$ cat config.mk
export PLATFORM = sky130hd
export DESIGN_NAME = axi_ddr_rd_master
export DESIGN_NICKNAME = d
export VERILOG_FILES = /design/src/rtl/axi_ddr_pkg.sv /design/src/rtl/axi_rd_beat_serializer.sv /design/src/rtl/axi_ddr_rd_master.sv
export SDC_FILE = /design/constraint.sdc
export NUM_CORES = 1
export LEC_CHECK = 0
export BUFFER_PORTS_ARGS = -buffer_cell sky130_fd_sc_hd__buf_2
export CORE_MARGIN = 10
export CORE_UTILIZATION = 35
export CTS_CLUSTER_DIAMETER = 200
export DETAILED_ROUTE_END_ITERATION = 8
export GPL_TIMING_DRIVEN = 1
export PLACE_DENSITY = 0.56
export SLEW_MARGIN = 25
export SYNTH_ARGS = -nofsm -noshare
export SYNTH_HDL_FRONTEND = slang
export SYNTH_SLANG_ARGS = --single-unit
export TNS_END_PERCENT = 5
$ cat constraint.sdc
create_clock -name rd_clk -period 7.5 [get_ports rd_clk]
set_clock_uncertainty 0.15 [all_clocks]
set_input_delay 0.375 -clock rd_clk [delete_from_list [all_inputs] [get_ports rd_clk]]
set_output_delay 0.375 -clock rd_clk [all_outputs]
set_load 0.02 [all_outputs]
$ cat src/rtl/axi_ddr_pkg.sv
`default_nettype none
// ============================================================================
// Module      : axi_ddr_pkg
// Description : Shared AXI4 read constants and the read-master state encoding.
// Revision    : 1.0 - initial release
// ============================================================================
package axi_ddr_pkg;

   localparam logic [1:0] BURST_INCR      = 2'b01;
   localparam logic [1:0] RESP_OKAY       = 2'b00;
   localparam logic [3:0] ARCACHE_DEFAULT = 4'b0010;

   typedef enum logic [1:0] {
      ST_IDLE   = 2'd0,
      ST_AR     = 2'd1,
      ST_R_WAIT = 2'd2,
      ST_SER    = 2'd3
   } rd_state_t;

endpackage
`default_nettype wire

$ cat src/rtl/axi_rd_beat_serializer.sv
`default_nettype none
// ============================================================================
// Module      : axi_rd_beat_serializer
// Description : Loads one R beat and emits its bytes LSB first, one per cycle.
// Revision    : 1.0 - initial release
// ============================================================================
module axi_rd_beat_serializer #(
   parameter int DATA_WIDTH = 32
) (
   input  logic                  rd_clk,
   input  logic                  rst_n,
   input  logic                  load,
   input  logic [DATA_WIDTH-1:0] beat_data,
   output logic [7:0]            byte_out,
   output logic                  byte_valid,
   output logic                  last_byte
);

   localparam int c_nbytes = DATA_WIDTH / 8;
   localparam int c_idx_w  = (c_nbytes > 1) ? $clog2(c_nbytes) : 1;
   localparam logic [c_idx_w-1:0] c_last_idx = c_idx_w'(c_nbytes - 1);

   logic [DATA_WIDTH-1:0] r_shift;
   logic [c_idx_w-1:0]    r_idx;
   logic [7:0]            r_byte;
   logic                  r_valid;

   // byte_out keeps its last value once the beat is exhausted
   always_ff @(posedge rd_clk) begin
      if (!rst_n) begin
         r_shift <= '0;
         r_idx   <= '0;
         r_byte  <= '0;
         r_valid <= 1'b0;
      end else if (load) begin
         r_byte  <= beat_data[7:0];
         r_shift <= beat_data >> 8;
         r_idx   <= '0;
         r_valid <= 1'b1;
      end else if (r_valid) begin
         if (r_idx == c_last_idx) begin
            r_valid <= 1'b0;
         end else begin
            r_byte  <= r_shift[7:0];
            r_shift <= r_shift >> 8;
            r_idx   <= r_idx + 1'b1;
         end
      end
   end

   assign byte_out   = r_byte;
   assign byte_valid = r_valid;
   assign last_byte  = r_valid && (r_idx == c_last_idx);

endmodule
`default_nettype wire

$ cat src/rtl/axi_ddr_rd_master.sv
`default_nettype none
// ============================================================================
// Module      : axi_ddr_rd_master
// Description : AXI4 burst read master streaming an address range out as bytes.
// Revision    : 1.0 - initial release
// ============================================================================
module axi_ddr_rd_master
   import axi_ddr_pkg::*;
#(
   parameter int C_M_AXI_ID_WIDTH   = 1,
   parameter int C_M_AXI_ADDR_WIDTH = 32,
   parameter int C_M_AXI_DATA_WIDTH = 32,
   parameter int BURST_LEN          = 16
) (
   input  logic                          rd_clk,
   input  logic                          rst_n,
   input  logic                          rd_begin,
   input  logic [C_M_AXI_ADDR_WIDTH-1:0] rd_addr_begin,
   input  logic [C_M_AXI_ADDR_WIDTH-1:0] rd_addr_end,
   output logic                          rd_data_busy,
   output logic [7:0]                    rd_data_out,
   output logic                          rd_valid_out,
   output logic                          rd_err,
   output logic [C_M_AXI_ID_WIDTH-1:0]   m_axi_arid,
   output logic [C_M_AXI_ADDR_WIDTH-1:0] m_axi_araddr,
   output logic [7:0]                    m_axi_arlen,
   output logic [2:0]                    m_axi_arsize,
   output logic [1:0]                    m_axi_arburst,
   output logic                          m_axi_arlock,
   output logic [3:0]                    m_axi_arcache,
   output logic [2:0]                    m_axi_arprot,
   output logic [3:0]                    m_axi_arqos,
   output logic                          m_axi_arvalid,
   input  logic                          m_axi_arready,
   input  logic [C_M_AXI_ID_WIDTH-1:0]   m_axi_rid,
   input  logic [C_M_AXI_DATA_WIDTH-1:0] m_axi_rdata,
   input  logic [1:0]                    m_axi_rresp,
   input  logic                          m_axi_rlast,
   input  logic                          m_axi_rvalid,
   output logic                          m_axi_rready
);

   localparam logic [C_M_AXI_ADDR_WIDTH:0] c_step =
      (C_M_AXI_ADDR_WIDTH+1)'(BURST_LEN * (C_M_AXI_DATA_WIDTH / 8));

   rd_state_t                     r_state, w_state_nxt;
   logic [C_M_AXI_ADDR_WIDTH-1:0] r_araddr;
   logic [C_M_AXI_ADDR_WIDTH-1:0] r_end;
   logic                          r_err;
   logic                          r_rlast;
   logic [C_M_AXI_ADDR_WIDTH:0]   w_next_addr;
   logic                          w_more;
   logic                          w_beat_acc;
   logic                          w_ser_last;
   logic                          w_unused;

   assign m_axi_arid    = '0;
   assign m_axi_arlen   = 8'(BURST_LEN - 1);
   assign m_axi_arsize  = 3'($clog2(C_M_AXI_DATA_WIDTH / 8));
   assign m_axi_arburst = BURST_INCR;
   assign m_axi_arlock  = 1'b0;
   assign m_axi_arcache = ARCACHE_DEFAULT;
   assign m_axi_arprot  = 3'b000;
   assign m_axi_arqos   = 4'b0000;
   assign m_axi_araddr  = r_araddr;
   assign rd_err        = r_err;

   assign w_unused = ^{m_axi_rid, m_axi_rresp ^ RESP_OKAY};

   // Extra bit catches wrap-around past the top of the address space
   assign w_next_addr = {1'b0, r_araddr} + c_step;
   assign w_more      = !w_next_addr[C_M_AXI_ADDR_WIDTH] &&
                        (w_next_addr[C_M_AXI_ADDR_WIDTH-1:0] <= r_end);
   assign w_beat_acc  = (r_state == ST_R_WAIT) && m_axi_rvalid;

   always_ff @(posedge rd_clk) begin
      if (!rst_n) r_state <= ST_IDLE;
      else        r_state <= w_state_nxt;
   end

   always_comb begin
      w_state_nxt   = r_state;
      m_axi_arvalid = 1'b0;
      m_axi_rready  = 1'b0;
      rd_data_busy  = 1'b1;
      case (r_state)
         ST_IDLE: begin
            rd_data_busy = 1'b0;
            if (rd_begin) w_state_nxt = ST_AR;
         end
         ST_AR: begin
            m_axi_arvalid = 1'b1;
            if (m_axi_arready) w_state_nxt = ST_R_WAIT;
         end
         ST_R_WAIT: begin
            m_axi_rready = 1'b1;
            if (m_axi_rvalid) w_state_nxt = ST_SER;
         end
         ST_SER: begin
            if (w_ser_last) begin
               if (!r_rlast)    w_state_nxt = ST_R_WAIT;
               else if (w_more) w_state_nxt = ST_AR;
               else             w_state_nxt = ST_IDLE;
            end
         end
         default: w_state_nxt = ST_IDLE;
      endcase
   end

   always_ff @(posedge rd_clk) begin
      if (!rst_n) begin
         r_araddr <= '0;
         r_end    <= '0;
         r_err    <= 1'b0;
         r_rlast  <= 1'b0;
      end else begin
         if ((r_state == ST_IDLE) && rd_begin) begin
            r_araddr <= rd_addr_begin;
            r_end    <= rd_addr_end;
            r_err    <= 1'b0;
         end
         if (w_beat_acc) begin
            r_rlast <= m_axi_rlast;
            if (m_axi_rresp[1]) r_err <= 1'b1;
         end
         if ((r_state == ST_SER) && w_ser_last && r_rlast && w_more)
            r_araddr <= w_next_addr[C_M_AXI_ADDR_WIDTH-1:0];
      end
   end

   axi_rd_beat_serializer #(
      .DATA_WIDTH (C_M_AXI_DATA_WIDTH)
   ) u_ser (
      .rd_clk     (rd_clk),
      .rst_n      (rst_n),
      .load       (w_beat_acc),
      .beat_data  (m_axi_rdata),
      .byte_out   (rd_data_out),
      .byte_valid (rd_valid_out),
      .last_byte  (w_ser_last)
   );

endmodule
`default_nettype wire

# [Word-level counts from Yosys, hierarchy flattened]
# Cells that the tools add are included.
[op_classes] n_addsub=2 multipliers=0 n_div=0 n_lt_le_gt_ge=1 eq_ne=9 shifts=0 muxes=24 bitwise=2 n_reduce_logical=15
[op_table] cell="2-to-1 mux 24 bit" n=3
[op_table] cell="2-to-1 mux 32 bit" n=2
[op_table] cell="adder 32 x 7 -> 33 bit (second input constant)" n=1
[op_table] cell="less-or-equal comparator 32 bit" n=1
[op_table] cell="2-to-1 mux 8 bit" n=3
[op_table] cell="2-to-1 mux 1 bit" n=10
[op_table] cell="2-to-1 mux 2 bit" n=5
[op_table] cell="inequality test 2 bit (second input constant)" n=4
[op_table] cell="case mux 2 bit (4 select lines)" n=1
[op_table] cell="logical AND 1 bit" n=7
[op_table] cell="equality test 2 bit (second input constant)" n=3
[op_table] cell="AND reduction 2 bit" n=2
[op_table] cell="AND reduction 4 bit" n=1
[op_table] cell="nonzero test 2 bit" n=2
[op_table] cell="adder 2 x 1 -> 2 bit (second input constant)" n=1
[op_table] cell="equality test 2 x 1 -> 1 bit (second input constant)" n=1
[op_table] cell="logical NOT 2 bit" n=1
[op_table] cell="inequality test 2 x 1 -> 1 bit (second input constant)" n=1
[op_table] cell="NOT 1 bit" n=2
[op_table] cell="OR reduction 2 bit" n=1
[op_table] cell="logical NOT 1 bit" n=1
[totals] regBits=103 latch_bits=0 ramBits=0 rom_bits=0 output_inout_bits=71 word_cells=62 n_memories=0

# [Longest topological paths before layout]
# Gate-level depths: netlist (run 1).
[depth] ltp_word=7 ltp_mapped=15 mapped_depth_nobuf=14

# [By module]
# From an unflattened synthesis (run 1), not the netlist that was laid out.
[hier_totals] hier_cells=771 area_unflattened_um2=5978.2
[modules_own_cells] mod="axi_ddr_rd_master" n_inst=1 cells_each=587 area_each_um2=4449.3 seq_area_each_um2=1361.3
[modules_own_cells] mod="axi_rd_beat_serializer" n_inst=1 cells_each=184 area_each_um2=1529.0 seq_area_each_um2=700.7

# [Least setup slack after synthesis (run 1)]
# OpenSTA, ideal clock, no wires.
[synth_timing] kind="register -> register" startpoint="register r_araddr[6], in the netlist m_axi_araddr[6]" endpoint="register r_araddr[10], in the netlist m_axi_araddr[10]" setup_ns=0.120 arrival_ns=3.658 slack_ns=3.572 stages_incl_launch_ff=16 synth_period_minus_slack_ns=3.928 path_cell_list="dfxtp_1 ha_1 nand3_4 nor4_4 and3_1 and3_1 xor2_1 ha_1 nand4_1 nor3_1 a221oi_1 o21ai_0 a32oi_1 clkbuf_1 a31oi_1 o31a_1"
[synth_between] elab_chain_cells=5 word_cells_on_any_way=7 classes_between="1 x add/sub; 1 x order compare; 1 x mux; 4 x reduce/logical"
[synth_rtl] element="start, declared" line_no="axi_ddr_rd_master.sv:47" text="logic [C_M_AXI_ADDR_WIDTH-1:0] r_araddr;"
[synth_rtl] element="start signal, assigned" line_no="axi_ddr_rd_master.sv:118" text="r_araddr <= rd_addr_begin;"
[synth_rtl] element="start signal, assigned" line_no="axi_ddr_rd_master.sv:127" text="r_araddr <= w_next_addr[C_M_AXI_ADDR_WIDTH-1:0];"
[synth_rtl] element="adder 32 x 7 -> 33 bit *" line_no="axi_ddr_rd_master.sv:71" text="assign w_next_addr = {1'b0, r_araddr} + c_step;"
[synth_rtl] element="less-or-equal comparator 32 bit or logical NOT 1 bit (tied branches)" line_no="axi_ddr_rd_master.sv:73, axi_ddr_rd_master.sv:72"
[synth_rtl] element="logical AND 1 bit" line_no="axi_ddr_rd_master.sv:72" text="assign w_more = !w_next_addr[C_M_AXI_ADDR_WIDTH] &&"
[synth_rtl] element="logical AND 1 bit" line_no="axi_ddr_rd_master.sv:126" text="if ((r_state == ST_SER) && w_ser_last && r_rlast && w_more)"
[synth_rtl] element="2-to-1 mux 32 bit or nonzero test 2 bit (tied branches)"
# Mark *: on every way between the ends. The rest lies on a longest branch, timed or not.
# A chain may end at the register's enable or synchronous reset.

# [Worst setup path in the final report (run 1)]
# Same ends and word-level chain as after synthesis.

==> results of run 1 <==
synthesized netlist by cell type (all sizes together) (4+ instances only):
library cell / n
a31oi: 13
nand4: 14
dfxtp: 103
o21ai: 8
and3: 6
a32o: 14
inv: 40
nand3: 23
nor2b: 4
nand2b: 4
mux2i: 25
xnor2: 17
ha: 34
and2: 4
a21oi: 76
nand2: 140
nor4: 8
nor2: 34
a211oi: 27
xor2: 8
o21a: 16
buf: 43
clkbuf: 32
worst min-delay path, delay by kind of cell:
family	cells	cell delay [ns]
buffers and inverters	1	0.09
and+or+nand+nor	1	0.04
AOI/OAI and AO/OA	1	0.05
kinds of logic after synthesis:
logic type,count (synthesis)
and+or+nand+nor,251
AOI/OAI and AO/OA,174
buffers and inverters,115
DFF,103
adders and majority gates,34
xor gates and xnor gates,25
muxes,25
other,2
state kept, by name, summed over array words and instances (netlist names):
signal,flops
m_axi_araddr,32
u_ser.r_shift,24
r_state,2
r_rlast,1
r_end,32
u_ser.r_idx,2
u_ser.byte_out,8
u_ser.byte_valid,1
rd_err,1
cell type report:
type,instances,area [sq um],area share [%]
inverter,40,150.1,2.173
timing repair buffer,152,793.3,11.48
antenna,3,7.507,0.1087
clock buffer,9,225.2,3.260
clock inverter,7,57.56,0.8330
sequential,103,2062,29.84
multi-input combinational,535,3338,48.32
tap,220,275.3,3.984
where the power goes:
part	switching [mW]	leakage (nW)	internal [mW]
logic	0.274	2.08	0.152
registers	0.0465	0.841	0.593
clock network	0.229	0.129	0.229
total	0.550	3.04	0.974
layer usage:
layer	vias up	global-route usage, %
met3	21	4.126
met4	4	5.250
met5	-	0
met1	2390	19.45
li1	2731	-
met2	126	23.33
worst paths after layout:
check,to,slack [ns],cells after the start
worst max-delay path,m_axi_araddr[10],2.81,15
worst min register to register,r_end[9],0.31,2
worst max register to register,m_axi_araddr[10],2.81,15
worst min-delay path,u_ser.r_shift[20],0.10,3
==> impl_results.md, run 1 <==
- Startpoint Class: flop
- Sequential share of the synthesized area: 35.30%
- Count of cell types in the netlist: 50
- CP Data Required Time: 7.60 ns
- Chip Height: 149.2 microns
- Largest cells by area after synthesis: dfxtp_1, nand2_1, ha_1
- Pre-CTS WS: 2.854 ns
- Xor/xnor share of the synthesized area: 3.748%
- CTS Buffer Depth: 2
- Most frequent cells in the layout: buf_2, nand2_1, dfxtp_1
- Placed Area: 0.006586 sq mm
- First-pass GRT wire length: 27,030 microns
- Area of the core: 0.01647 sq mm
- Largest net degree at the start of global routing: 63
- Crit Path Category: flop to flop
- Final Power: 1.524 mW
- Metal3 WL: 1246 microns
- Largest family of logic cells by synthesized area: simple AND/OR/NAND/NOR gates
- Number of synthesized flops with an enable pin: 0
- Final Max Tran Viols: 0
- Layout net count: 980
- DP HPWL: 12,310 microns
- Ys flop type: dfxtp_1
- Gpl congestion: 0.8017
- Max_cap viols: 0
- Sinks on the clock net: 103
- Post-route setup TNS: 0 ns
- Fin util: 41.96%
- Die W: 149.2 microns
- Final worst setup slack: 2.815 ns
- #FFs+latches synth: 103
- H-tree depth: 3
- Post-CTS sizing: 0
- Crit path buf inv count: 2
- Met2 Wirelength: 7784 microns
- Slew headroom: 51.76%
- CTS Hold Bufs: 0
- Slowest cell on the critical path: nor4_4
- Worst-Margin Slew: 0.7221 ns
- Max incr delay on CP: 0.47 ns
- Peak VDD IR: 0.0001269 V
- LEAKAGE: 3.045 nW
- Post-Syn Area per Cell: 8.014 sq um
- Clk_lat worst skew: 0.35 ns
- Layout cells sized above 1: 21.51%
- Detailed-route via count: 5,272
- Post-synth top area cell: dfxtp_1
- WHS: 0.1002 ns
- Clock transition at path regs: 0.08 ns
- Final period utilization: 62.47%
- Wire per inst: 15.89 microns
- Area share of and/or/nand/nor cells after synthesis: 20.00%
- Crit path DAT: 4.78 ns
- Top layer in use: met5
- Minimum clock period: 4.685 ns
- Initial Util: 35.48%
- Post-synth ARST share: 0%
- Row cnt: 47
- GRT Total Usage: 14.98%
- Worst path cell trace: ha_1, nand3_4, nor4_4, and3_1, and3_1, xor2_1, ha_1, nand4_1, inv_1, a221oi_1, o21ai_0, a32oi_2, buf_4, a31oi_1, o31a_1
- I/O Buffers: 147
- Overflow after GRT: 0
- DRC viols: 0
- Crit-path leading delay family: compound AO/OA/AOI/OAI gates
- Synth warnings: 0
- Setup crit start: m_axi_araddr[6]
- Final-report hold violation count: 0
- CTS tree: built
- Synth Area in Adders: 7.282%
- I/O Pins: 176
- Fmax: 213.4 MHz
- Routed vias/inst: 4.932
- Fin area: 0.006909 sq mm
- Reg2reg start: m_axi_araddr[6]
- PD cells: 220.5 mW/mm^2
- Tightest Hold Check Type: input pin to flop
- Num CTS Buffers: 9
- Final-report setup violation count: 0
- Post-CTS setup buffer count: 0
- M1 WL: 7640 microns
- CTS root buffer: clkbuf_16
- Setup crit end kind: flop
- Final WL: 16,990 microns
- Fill count: 1,737
- Vias in the first global route: 5,139
- Commonest non-fill, non-tap cell in the layout: buf_2
- Layout Cells excl Fill: 1,069
- Synth Cell Area: 0.005842 sq mm
- Worst Hold Launch: m_axi_rdata[28]
- Post-synth top area share: 35.30%
- Mux cell area share after synthesis: 4.284%
- Die footprint: 0.02226 sq mm
- Synth Area in Compound Gates: 19.68%
- Mapped Cells: 729
- Critical Path Fanout Max: 34
- Area grow syn2layout: 18.27%
- Antenna violations before repair: 4
- Number of routed nets with antenna violations: 0
- Initial DRT Pass Iterations: 4
- Status: finished, final reports clean
- RSZ-0062 raised after global routing: false
- # placed instances: 1,049
- DRT iter0 DRCs: 218
No activity file was read; power rests on OpenSTA's default activity.
==> inputs of run 2 (changes only) <==
- clock period: 7.5 -> 4.39 ns (I/O delays scaled with it)
==> impl_results.md, run 2 (synthesis results as in run 1) <==
- Peak VDD IR: 0.0002537 V (+100%)
- Fmax: 246.4 MHz (+15%)
- Worst-Margin Slew: 1.015 ns (+0.2930 ns)
- WHS: 0.01175 ns (-0.08843 ns)
- Slew headroom: 32.33% (-19 points)
- NetSw: 968.7 uW (+76%)
- Combinational Power Share: 31.1% (+3.2 points)
- Row cnt: 47 (unchanged)
- Placed Area: 0.006696 sq mm (+1.7%)
- Fin area: 0.007766 sq mm (+12%)
- Final Max Tran Viols: 0 (unchanged)
- I/O Pins: 176 (unchanged)
- Max incr delay on CP: 0.48 ns (about the same)
- Minimum clock period: 4.059 ns (-0.6263 ns)
- Initial Util: 35.48% (unchanged)
- Chip Height: 149.2 microns (unchanged)
- Sw frac: 35.66% (-0.42 points)
- Critical Path Fanout Max: 11 (-68%)
- I/O Buffers: 147 (unchanged)
- CTS tree: built
- Antenna violations before repair: 2 (-2)
- Area grow syn2layout: 32.94%
- Setup crit end kind: flop
- Clock power share: 29.0% (-1.1 points)
- CTS Buffer Depth: 2 (unchanged)
- Clock transition at path regs: 0.08 ns (about the same)
- Vias in the first global route: 5,653 (+10%)
- Commonest non-fill, non-tap cell in the layout: buf_2
- Num CTS Buffers: 9 (unchanged)
- Clk_lat worst skew: 0.35 ns (about the same)
- Worst path cell trace: ha_2, nand3_4, nor4_4, and3_2, and3_1, xor2_1, ha_1, nand4_1, inv_1, a221oi_1, o21ai_0, a32o_2, or4_1, a31oi_1
- Number of routed nets with antenna violations: 0 (unchanged)
- Final WL: 18,180 microns (+7.0%)
- Area of the core: 0.01647 sq mm (unchanged)
- Largest net degree at the start of global routing: 60 (-4.8%)
- DRT iter0 DRCs: 237 (+8.7%)
- Final period utilization: 92.46% (+30 points)
- DRC viols: 0 (unchanged)
- H-tree depth: 3 (unchanged)
- LEAKAGE: 3.440 nW (+13%)
- CTS root buffer: clkbuf_16
- Die footprint: 0.02226 sq mm (unchanged)
- Crit path DAT: 4.19 ns (-0.59 ns)
- Max_cap viols: 0 (unchanged)
- DP HPWL: 12,870 microns (+4.6%)
- First-pass GRT wire length: 29,140 microns (+7.8%)
- Final-report hold violation count: 0 (unchanged)
- CP Data Required Time: 4.52 ns (-3.08 ns)
- Final-report setup violation count: 0 (unchanged)
- Post-route setup TNS: 0 ns (unchanged)
- Sinks on the clock net: 103 (unchanged)
- Startpoint Class: flop
- Detailed-route via count: 5,698 (+8.1%)
- Crit Path Category: flop to flop
- RSZ-0062 raised after global routing: false
- Internal power: 1.748 mW (+80%)
- Slowest cell on the critical path: or4_1
- Fill count: 1,692 (-2.6%)
- Routed vias/inst: 4.929 (about the same)
- Tightest Hold Check Type: input pin to flop
- Most frequent cells in the layout: buf_2, nand2_1, dfxtp_1
- Sequential share of power: 39.9% (-2.1 points)
- Layout net count: 1,069 (+9.1%)
- Gpl congestion: 0.8343 (+4.1%)
- Die W: 149.2 microns (unchanged)
- Wire per inst: 15.73 microns (-1.0%)
- Overflow after GRT: 0 (unchanged)
- GRT Total Usage: 15.98% (+1.0 points)
- PD cells: 349.8 mW/mm^2 (+59%)
- Layout cells sized above 1: 21.20% (-0.31 points)
- Initial DRT Pass Iterations: 4 (unchanged)
- Status: finished, final reports clean
-- run 2: area by class of cell --
type                            instances  area (sq um)  area share [%]
Antenna cell                            2         5.005         0.06444
Clock buffer                            9         225.2           2.900
Clock inverter                          6         56.30          0.7250
Inverter                               40         150.1           1.933
Multi-Input combinational cell        535          3343           43.05
Sequential cell                       103          2062           26.55
Tap cell                              220         275.3           3.544
Timing Repair Buffer                  241          1649           21.23
-- run 2: power groups by stage --
stage | sequential (mW) | clock (mW) | combinational [mW]
2_1_floorplan | 1.13 | 0 | 0.495
3_3_place_gp | 1.10 | 0 | 0.761
3_5_place_dp | 1.11 | 0 | 0.775
4_1_cts | 1.08 | 0.814 | 0.828
5_1_grt | 1.10 | 0.848 | 0.941
6_report | 1.08 | 0.787 | 0.845
-- run 2: path summary, 6_finish.rpt --
kind         cells after the start       startpoint  slack (ns)                 to
max reg2reg                     14  m_axi_araddr[7]        0.33   m_axi_araddr[18]
min reg2reg                      2         r_end[9]        0.31           r_end[9]
max                             14  m_axi_araddr[7]        0.33   m_axi_araddr[18]
min                              3  m_axi_rdata[18]        0.01  u_ser.r_shift[10]
-- run 2: what timing repair did --
item	in CTS	in global routing
setup endpoints to repair	0	14
hold endpoints to repair	73	2
buffers inserted	0	3
gates resized for setup	0	3
hold buffers	73	2
-- run 2: metal layers --
layer | global-route usage, % | wire length, microns | up-vias
li1 | - | - | 2906
met1 | 20.11 | 8215 | 2642
met2 | 26.22 | 8615 | 136
met3 | 4.854 | 1135 | 12
met4 | 3.582 | 202 | 2
met5 | 0 | 13 | -
-- run 2: stage by stage --
step / power (mW) / setup WS, ns / instances / util [%]
floorplan: 1.624 / 0.4622 / 753 / -
global placement: 1.865 / 0.1870 / 1060 / 40.50
detailed placement: 1.881 / 0.1180 / 1061 / 40.67
CTS: 2.727 / 0.09192 / 1149 / 46.82
global route: 2.887 / 0.01613 / 1155 / 47.15
finish: 2.717 / 0.3311 / 1156 / 47.17
-- run 2: worst max-delay path: cells and delay by family (launching register included) --
kind            cells  cell delay (ns)
compound gates      4             1.03
xor+xnor            1             0.20
fa+ha+maj           2             0.56
buf+inv             1             0.06
flops               1             0.39
simple gates        6             1.59
==> inputs of run 3 (changes only) <==
- CELL_PAD_IN_SITES_DETAIL_PLACEMENT: default -> 1
- CELL_PAD_IN_SITES_GLOBAL_PLACEMENT: default -> 1
- PLACE_DENSITY: 0.56 -> 0.74
- SYNTH_HIERARCHICAL: default -> 1
==> impl_results.md, run 3 <==
- Status: finished, final reports clean
- Num CTS Buffers: 9 (unchanged)
- Fin util: 46.04% (-1.1 points)
- Vias in the first global route: 6,294 (+11%)
- Largest cells by area after synthesis: dfxtp_1, nand2_1, ha_1
- Overflow after GRT: 0 (unchanged)
- Die W: 150.7 microns (+1.0%)
- First-pass GRT wire length: 32,910 microns (+13%)
- Number of synthesized flops with an enable pin: 0 (unchanged)
- Tightest Hold Check Type: input pin to flop
- CTS root buffer: clkbuf_16
- DP HPWL: 14,430 microns (+12%)
- CP Depth: 14 (unchanged)
- Post-route setup TNS: 0 ns (unchanged)
- Largest net degree at the start of global routing: 59 (-1.7%)
- Area of the core: 0.01664 sq mm (+1.1%)
- Clk_lat worst skew: 0.35 ns (about the same)
- PD cells: 306.6 mW/mm^2 (-12%)
- Initial Util: 35.92% (+0.44 points)
- LEAKAGE: 3.151 nW (-8.4%)
- Worst path cell trace: ha_1, nand3_2, nor4_4, buf_4, nand4_1, xnor2_1, ha_1, nand4_2, nor4_2, and3_1, a21oi_1, a31o_4, or4_1, a31oi_1
- Crit Path Category: flop to flop
- DRT iter0 DRCs: 290 (+22%)
- Critical Path Fanout Max: 36 (+25)
- Clock transition at path regs: 0.08 ns (about the same)
- Commonest non-fill, non-tap cell in the layout: nand2_1
- Max incr delay on CP: 0.51 ns (+0.03 ns)
- Number of routed nets with antenna violations: 0 (unchanged)
- Peak VDD IR: 0.0002178 V (-14%)
- I/O Pins: 176 (unchanged)
- Post-Syn Area per Cell: 7.754 sq um (-3.2%)
- Placed Area: 0.006743 sq mm (+0.69%)
- Count of cell types in the netlist: 59 (+18%)
- Final WL: 20,440 microns (+12%)
- Chip Height: 150.7 microns (+1.0%)
- Antenna violations before repair: 0 (-2)
- Most used cell, CP: ha_1
- Crit-path leading delay family: simple AND/OR/NAND/NOR gates
- DRC viols: 0 (unchanged)
- Multi-input logic area: 0.003417 sq mm (+2.2%)
- RSZ-0062 raised after global routing: false
- Number of antenna diodes: 0 (-2)
- Ys flop type: dfxtp_1
- Worst reg-to-reg path cell count: 14 (unchanged)
- Max_cap viols: 0 (unchanged)
- Synth Cell Area: 0.005978 sq mm (+2.3%)
- Layout cells sized above 1: 21.17% (-0.031 points)
- Crit path buf inv count: 1 (unchanged)
- Area grow syn2layout: 28.17%
- CTS tree: built
- Slowest cell on the critical path: or4_1
- Gpl congestion: 0.8065 (-3.3%)
- Sinks on the clock net: 103 (unchanged)
- Sequential share of the synthesized area: 34.49% (-0.81 points)
- Fmax: 244.0 MHz (-0.94%)
- #FFs+latches synth: 103 (unchanged)
- Post-synth top area cell: dfxtp_1
- Post-synth top area share: 34.49% (-0.81 points)
- Final Max Tran Viols: 0 (unchanged)
- Row cnt: 47 (unchanged)
- Routed vias/inst: 5.082 (+3.1%)
- Minimum clock period: 4.098 ns (+0.03871 ns)
- I/O Buffers: 147 (unchanged)
- Initial DRT Pass Iterations: 4 (unchanged)
- GRT Total Usage: 17.92% (+1.9 points)
- Mapped Cells: 771 (+5.8%)
- Synth warnings: 6 (+6)
- Most frequent cells in the layout: nand2_1, buf_2, dfxtp_1
- Layout net count: 1,093 (+2.2%)
- Die footprint: 0.02271 sq mm (+2.0%)
- Detailed-route via count: 5,992 (+5.2%)
- Wire per inst: 17.33 microns (+10%)
- Worst-case register-to-register setup slack: 0.29 ns (-0.04 ns)
- Reg area: 0.002064 sq mm (+0.12%)
- CP Data Required Time: 4.52 ns (about the same)
- Layout Cells excl Fill: 1,179 (+2.0%)
- Worst-Margin Slew: 0.9364 ns (-0.07864 ns)
- Startpoint Class: flop
- Final-report setup violation count: 0 (unchanged)
- Fin area: 0.007662 sq mm (-1.3%)
- Final-report hold violation count: 0 (unchanged)
- CTS Buffer Depth: 2 (unchanged)
- Post-synth top cells: nand2_1, dfxtp_1, a21oi_1
- WHS Path Cells: 3 (unchanged)
- H-tree depth: 3 (unchanged)
- Fill count: 2,053 (+21%)
- Post-synth ARST share: 0% (unchanged)
- Most frequent cell after synthesis: nand2_1
- Setup crit end kind: flop
- # placed instances: 1,100 (+3.7%)
- Final period utilization: 93.34% (+0.88 points)
- Slew headroom: 37.48% (+5.2 points)
- Crit path DAT: 4.23 ns (+0.04 ns)
## run 3: changes by cell type after synthesis, sizes merged, moves of 12 or more
| cell | delta |
|---|---|
| a211oi | -27 |
| a31oi | +22 |
| a32o | -14 |
| mux2i | -24 |
| nand2 | +52 |
| nor2 | -18 |
| o211ai | +12 |
| o21a | -15 |
| o21ai | +22 |
## run 3: power by group
group,internal [mW],switching (mW)
registers,0.988,0.0508
logic,0.209,0.295
clock network,0.401,0.406
## run 3: final cells by class
class                           count  share of cell area, %
Multi-Input combinational cell    579                  44.60
Sequential cell                   103                  26.94
Timing Repair Buffer              223                  19.24
Tap cell                          220                  3.592
Clock buffer                        9                  2.939
Inverter                           38                  1.862
Clock inverter                      7                 0.8328
## run 3: worst register-to-register path, delay by kind of cell, from the launching register on
| family | cells | cell delay (ns) |
|---|---|---|
| AO/OA/AOI/OAI | 3 | 0.59 |
| adder cells (fa/ha/maj) | 2 | 0.60 |
| flip-flops | 1 | 0.46 |
| AND/OR/NAND/NOR | 7 | 1.85 |
| XOR/XNOR | 1 | 0.18 |
| buffers and inverters | 1 | 0.19 |
## run 3: metal layers
layer	part of all wire, %	up-vias	global-route usage [%]
met4	1.9	0	5.342
met5	0	-	0
li1	-	2988	-
met3	4.5	23	4.142
met2	51	127	31.86
met1	43	2854	20.89
## run 3: metrics by stage
step / worst slack [ns] / power, mW / hold WS, ns
2_1_floorplan: 0.5189 / 1.371 / 0.1974
3_3_place_gp: 0.4014 / 1.509 / 0.2925
3_5_place_dp: 0.2613 / 1.521 / 0.2989
4_1_cts: 0.2174 / 2.381 / 0.003062
5_1_grt: 0.002929 / 2.490 / 0.01662
6_report: 0.2924 / 2.349 / 0.02200
## run 3: worst paths after layout
| path | startpoint | to |
|---|---|---|
| worst min-delay path | m_axi_rdata[14] | u_ser/r_shift[6] |
| worst max-delay path | m_axi_araddr[6] | m_axi_araddr[10] |
| worst max register to register | m_axi_araddr[6] | m_axi_araddr[10] |
| worst min register to register | r_end[9] | r_end[9] |
## run 3: repair_timing
action / CTS / global route
hold endpoints to repair: 62 / 0
gates resized for setup: 0 / 2
setup endpoints to repair: 0 / 9
buffers inserted: 0 / 1
hold buffers: 62 / 0
## run 3: cell families after synthesis
kind of cell | Yosys count | share of synthesized area [%]
simple gates | 298 | 23.13
flops | 103 | 34.49
fa+ha+maj | 34 | 7.116
compound gates | 194 | 21.20
other cells | 2 | 0.1256
xor+xnor | 25 | 3.663
buf+inv | 113 | 9.920
mux | 2 | 0.3558
